File: src/rtl/if_fetch_stage_pkg.sv
// Shared definitions for the instruction-fetch stage.
// Reset values, the NOP word and the fetch FSM encoding live here.
package if_fetch_stage_pkg;

    localparam logic [63:0] ZERO_WORD    = 64'h0;
    localparam logic        RST_ENABLE   = 1'b1;

    localparam logic [63:0] RESET_PC_DEF = 64'h0000_0000_8000_0000;
    localparam logic [31:0] NOP_INST_DEF = 32'h0000_0013;

    typedef enum logic [1:0] {
        S_FETCH   = 2'd0,
        S_WAIT_R  = 2'd1,
        S_OUT     = 2'd2,
        S_WAIT_PC = 2'd3
    } fetch_state_e;

    function automatic logic pc_misaligned(input logic [63:0] pc);
        return pc[1:0] != 2'b00;
    endfunction

endpackage

File: src/rtl/if_fetch_stage.sv
// Instruction fetch for the non-pipelined RV64 core.
// One instruction in flight: fetch, hand to decode, wait for next PC.
module if_fetch_stage
    import if_fetch_stage_pkg::*;
#(
    parameter logic [63:0] RESET_PC = RESET_PC_DEF,
    parameter logic [31:0] NOP_INST = NOP_INST_DEF
) (
    input  logic        clk,
    input  logic        rst,
    input  logic [63:0] next_pc_i,
    input  logic        next_pc_valid_i,
    output logic        inst_req_o,
    output logic [63:0] inst_addr_o,
    input  logic        inst_gnt_i,
    input  logic        inst_rvalid_i,
    input  logic [31:0] inst_rdata_i,
    output logic        inst_valid_o,
    input  logic        inst_ready_i,
    output logic [31:0] inst_o,
    output logic [63:0] pc_o,
    output logic        fault_o,
    output logic [63:0] fetch_cnt_o
);

    fetch_state_e r_state;
    logic [63:0]  r_pc;
    logic         r_valid;
    logic [31:0]  r_inst;
    logic [63:0]  r_pc_out;
    logic         r_fault;
    logic [63:0]  r_cnt;

    logic w_misaligned;
    logic w_handshake;
    logic w_redirect;

    assign w_misaligned = pc_misaligned(r_pc);
    assign w_handshake  = (r_state == S_OUT) && inst_ready_i;
    // A redirect is only honoured at the handshake or while waiting for it.
    assign w_redirect   = next_pc_valid_i &&
                          (w_handshake || (r_state == S_WAIT_PC));

    assign inst_req_o   = (r_state == S_FETCH) && !w_misaligned;
    assign inst_addr_o  = r_pc;
    assign inst_valid_o = r_valid;
    assign inst_o       = r_inst;
    assign pc_o         = r_pc_out;
    assign fault_o      = r_fault;
    assign fetch_cnt_o  = r_cnt;

    // FSM state and architectural PC.
    always_ff @(posedge clk) begin
        if (rst == RST_ENABLE) begin
            r_state <= S_FETCH;
            r_pc    <= RESET_PC;
        end else begin
            unique case (r_state)
                S_FETCH: begin
                    if (w_misaligned) begin
                        r_state <= S_OUT;
                    end else if (inst_gnt_i) begin
                        r_state <= S_WAIT_R;
                    end
                end
                S_WAIT_R: begin
                    if (inst_rvalid_i) begin
                        r_state <= S_OUT;
                    end
                end
                S_OUT: begin
                    if (w_handshake) begin
                        r_state <= w_redirect ? S_FETCH : S_WAIT_PC;
                    end
                end
                S_WAIT_PC: begin
                    if (w_redirect) begin
                        r_state <= S_FETCH;
                    end
                end
            endcase
            if (w_redirect) begin
                r_pc <= next_pc_i;
            end
        end
    end

    // Registered decode-side outputs and the hand-off counter.
    always_ff @(posedge clk) begin
        if (rst == RST_ENABLE) begin
            r_valid  <= 1'b0;
            r_inst   <= NOP_INST;
            r_pc_out <= ZERO_WORD;
            r_fault  <= 1'b0;
            r_cnt    <= ZERO_WORD;
        end else begin
            unique case (r_state)
                S_FETCH: begin
                    if (w_misaligned) begin
                        r_valid  <= 1'b1;
                        r_inst   <= NOP_INST;
                        r_pc_out <= r_pc;
                        r_fault  <= 1'b1;
                    end
                end
                S_WAIT_R: begin
                    if (inst_rvalid_i) begin
                        r_valid  <= 1'b1;
                        r_inst   <= inst_rdata_i;
                        r_pc_out <= r_pc;
                        r_fault  <= 1'b0;
                    end
                end
                S_OUT: begin
                    if (w_handshake) begin
                        r_valid <= 1'b0;
                        r_cnt   <= r_cnt + 64'd1;
                    end
                end
                S_WAIT_PC: begin
                end
            endcase
        end
    end

endmodule

File: config.mk
export PLATFORM = sky130hd
export DESIGN_NAME = if_fetch_stage
export DESIGN_NICKNAME = d
export VERILOG_FILES = /design/src/rtl/if_fetch_stage_pkg.sv /design/src/rtl/if_fetch_stage.sv
export SDC_FILE = /design/constraint.sdc
export NUM_CORES = 1
export LEC_CHECK = 0
export CORE_AREA = 5 5 113 195
export CTS_CLUSTER_SIZE = 28
export DETAILED_ROUTE_END_ITERATION = 8
export DIE_AREA = 0 0 118 200
export PLACE_DENSITY_LB_ADDON = 0.12
export SLEW_MARGIN = 20
export SYNTH_ARGS = -nofsm -noshare
export SYNTH_HDL_FRONTEND = slang
export SYNTH_SLANG_ARGS = --single-unit
File: constraint.sdc
create_clock -name clk -period 2.6 [get_ports clk]
set_input_delay 0.39 -clock clk [delete_from_list [all_inputs] [get_ports clk]]
set_output_delay 0.39 -clock clk [all_outputs]
set_load 0.02 [all_outputs]
## Word-level counts from Yosys, hierarchy flattened

Cells that the tools add are included.

| storage, ports and cells | value |
|---|---|
| input port bits | 102 |
| output and inout bits | 227 |
| word-level logic and storage cells | 48 |
| register bits | 228 |

| cells by class | value |
|---|---|
| reduce and logical (&&, ||, !) cells | 13 |
| muxes and demuxes | 19 |
| $add $sub $neg | 1 |
| equal/unequal tests | 8 |

Operators with widths:

| cell | count |
|---|---|
| two-way mux 64 bit | 2 |
| case mux 64 bit (2 select lines) | 1 |
| adder 64 x 1 -> 64 bit (second input constant) | 1 |
| two-way mux 32 bit | 2 |
| case mux 32 bit (2 select lines) | 1 |
| two-way mux 2 bit | 6 |
| != test 2 bit (second input constant) | 4 |
| case mux 2 bit (4 select lines) | 1 |
| AND reduction 4 bit | 2 |
| equality test 2 bit (second input constant) | 2 |
| two-way mux 1 bit | 4 |
| nonzero test 2 bit | 2 |
| logical AND 1 bit | 3 |
| != test 3 bit (second input constant) | 1 |
| case mux 1 bit (3 select lines) | 1 |
| AND reduction 3 bit | 1 |
| nonzero test 3 bit | 1 |
| equality test 2 x 1 -> 1 bit (second input constant) | 1 |
| zero test 2 bit | 1 |
| case mux 1 bit (2 select lines) | 1 |
| AND reduction 2 bit | 1 |
| zero test 1 bit | 1 |
| logical OR 1 bit | 1 |

## Longest topological paths before layout

| depth | value |
|---|---|
| word-level depth | 7 |
| gate-level depth with buffers | 8 |

## Worst setup path after synthesis

OpenSTA, ideal clock, no wires.

| timing | value |
|---|---|
| path type | register to register |
| from | register r_cnt[0] (netlist: fetch_cnt_o[0]) |
| to | register r_cnt[40] (netlist: fetch_cnt_o[40]) |
| data arrival time | 2.102 ns |
| required time | 2.530 ns |
| setup time | 0.070 ns |
| cell stages (with the launch flop) | 8 |
| path slack | 0.428 ns |
| clock period less this slack | 2.172 ns |
| cells stage by stage | dfxtp_1 -> ha_1 -> nand4_1 -> nor4_4 -> nand4_2 -> buf_6 -> or4_1 -> a21oi_1 |

| on the way | value |
|---|---|
| longest elaborated chain between the ends | 1 |

RTL lines:

| element | line | RTL |
|---|---|---|
| start: declaration | if_fetch_stage.sv:32 | `logic [63:0] r_cnt;` |
| start signal: assignment | if_fetch_stage.sv:117 | `r_cnt <= r_cnt + 64'd1;` |
| adder 64 x 1 -> 64 bit | if_fetch_stage.sv:117 |  |

No other way between the ends.
A chain may end at the register's enable or synchronous reset.

## Worst setup path in the final report

| timing | value |
|---|---|
| from | register r_state[1] |
| to | output port inst_req_o |

| on the way | value |
|---|---|
| longest elaborated chain between the ends | 2 |

RTL lines:

| element | line | RTL |
|---|---|---|
| start: declaration | if_fetch_stage.sv:26 | `fetch_state_e r_state;` |
| start signal: assignment | if_fetch_stage.sv:73 | `r_state <= w_redirect ? S_FETCH : S_WAIT_PC;` |
| zero test 2 bit | if_fetch_stage.sv:44 | `assign inst_req_o = (r_state == S_FETCH) && !w_misaligned;` |
| logical AND 1 bit | if_fetch_stage.sv:44 |  |
| end: declaration | if_fetch_stage.sv:13 | `output logic inst_req_o,` |

No other way between the ends.

==> out/qor.yml <==
yosysWarnings: 0
fp.dieArea_um2: 23600
crit_type: "reg2out"
portBuffers: 328
cts-root-buf: "clkbuf_16"
final.setup_skew_ns: 0.0112
drc: 0
synth_edf_count: 0
cts_tree: "yes"
seq_area_frac_synth_pct: 52.1
finalPower_uw: 9350
synth_compound_area_share_pct: 14.3
peakVddDrop_mv: 0.744
maxSlewHeadroom_pct: 65.8
drive_gt1_share_pct: 6.29
vias: 8892
mostFrequentLayoutCells: "clkdlybuf4s50_1 (326), nand2_1 (313), dfxtp_1 (228)"
holdBufCountCts: 0
setup_violations: 0
placed_cell_area_um2: 12500
via_per_inst: 5.30
grt_pass1_wl_um: 46000
ant_nets: 0
dp_hpwl_um: 21600
postSynthAreaPerCell_um2: 8.00
worst_ep_required_time_ns: 2.21
status: "finished, final reports clean"
clk_pin_slew_ns: 0.07
syn_area_um2: 8760
antenna_found_initial: 1
worstPathArrival_ns: 1.88
final_area_um2: 13300
powerDensity_nw_per_um2: 703
syn2layout_area_growth_pct: 51.8
fin_crit_ns: 2.27
leakagePower_uw: 0.00443
synth-async-reset-ratio_pct: 0
syn-num-nets: 1199
fmax_mhz: 440
min_path_type: "in2reg"
rsz0062_at_grt: "false"
rrSetupSlack_ns: 0.37
firstDrtPassIters: 5
place_congestion: 0.848
cts_buffers: 22
grt_pass1_vias: 8626
drv_slew: 0
synthAdderAreaFrac_pct: 0.143
synthSimpleGateAreaFrac_pct: 26.9
wire_per_inst_um: 17.7
nets: 1517
io_pins: 329
worst_pin_slew_ns: 0.509
final_common_cell: "clkdlybuf4s50_1"
crit_start: "r_state[1]"
cts_max_path_buffers: 3
wirelength_um: 29800
synth_top_family_by_area: "simple AND/OR/NAND/NOR gates"
ys_types: 36
fp.dieW_um: 118
worstSetupStartpointType: "flop"
setup_tns_ns: 0
syn_inst: 1096
grt_max_degree: 68
synthMuxAreaShare_pct: 0.114
maxCapViolations: 0
cp-end-kind: "output pin"
insertion_delay_ns: 0.50
overflow: 0
hold_viol: 0
placeableCoreArea_um2: 20200
synth_top_flop_cell: "dfxtp_1"
path_max_fanout: 9
drt_iter0_drc: 420
synth-seq-cells: 228
endpoint: "inst_req_o"
grt_usage_pct: 23.6
r2r-end: "fetch_cnt_o[62]"
whs_ns: 0.319
die_y_um: 200
fin_crit_sh_pct: 87.5
htreeDepth: 1
r2r_start: "fetch_cnt_o[1]"
initial_utilization_pct: 43.4
synthXorXnorAreaFrac_pct: 2.80
num_rows: 69
reg2reg_depth: 7
cts_sinks: 228
-- logic make-up after synthesis --
kind of cell,after synthesis
buffers and inverters,83
adders and majority gates,1
and+or+nand+nor,517
xor gates and xnor gates,28
DFF,228
muxes,1
AOI/OAI and AO/OA,238
-- per-stage QoR --
step / instances / setup slack, ns / util [%]
2_1_floorplan: 1096 / 0.428 / -
3_3_place_gp: 1638 / 0.119 / 62.0
3_5_place_dp: 1638 / 0.0676 / 62.0
4_1_cts: 1678 / 0.280 / 65.8
5_1_grt: 1679 / 0.146 / 65.8
6_report: 1679 / 0.326 / 65.8
-- worst max-delay path: stages (launching register included) --
cell and delay (ns):
dfxtp_1 0.34, buf_4 0.18, nor4_1 0.44, dlygate4sd2_1 0.42
-- layout make-up --
type	count	area [µm²]
repair buffers	369	3700
clock inverters	8	121
clock buffers	32	659
multi-input cells	785	3910
well taps	248	310
fillers	1769	6900
diodes	1	2.50
flip-flops and latches	228	4560
inverters	8	30.0
-- synthesized netlist by cell type, types with 4 or more instances --
cell type  instances  area share [%]
a21oi_1          194              11
and3_1             7            0.50
and4_1             5            0.50
buf_1              7            0.30
clkbuf_1          67             2.9
dfxtp_1          228              52
inv_1              8            0.34
nand2_1          313              13
nand3_1           49             2.8
nand4_1           24             1.7
nor2_1            46             2.0
nor3_1            11            0.63
nor4_1             9            0.64
o21ai_0           21             1.2
o21bai_1           4            0.34
o31ai_1           16             1.4
or3_1             19             1.4
or4_1             18             1.5
xnor2_1           17             1.7
xor2_1            11             1.1
-- metal layers --
metal	routed length [µm]	share of wire, %	vias up	track usage (%)
met5	0	0	-	0
met4	1030	3.4	0	8.46
met3	2330	7.8	55	6.57
met2	16200	54	311	46.0
met1	10200	34	4149	23.8
li1	-	-	4377	-
-- worst min-delay path by stage --
stage	slack (ns)	from	cells after the start	end
after global routing	0.32	rst	2	fetch_cnt_o[4]
after global placement	0.44	inst_o[20]	2	inst_o[20]
after CTS	0.29	rst	2	fetch_cnt_o[31]
after detailed placement	0.44	inst_o[3]	2	inst_o[3]
final	0.32	rst	2	fetch_cnt_o[4]
after floorplan	0.51	next_pc_i[31]	2	inst_addr_o[31]
-- where the power goes --
group	switching, µW	internal, µW
clock	1330	2060
combinational	1340	812
sequential	121	3680
-- what timing repair did --
action | CTS | global route
gates resized for setup | 1 | 0
setup buffers | 0 | 0
setup endpoints to repair | 1 | 0
-- flip-flops by register name (all words and copies together) (netlist names) --
signal and cells:
fetch_cnt_o 64, inst_addr_o 64, pc_o 64, inst_o 32, r_state 2, fault_o 1, inst_valid_o 1
Note: power is estimated with default switching activity, not from simulation.
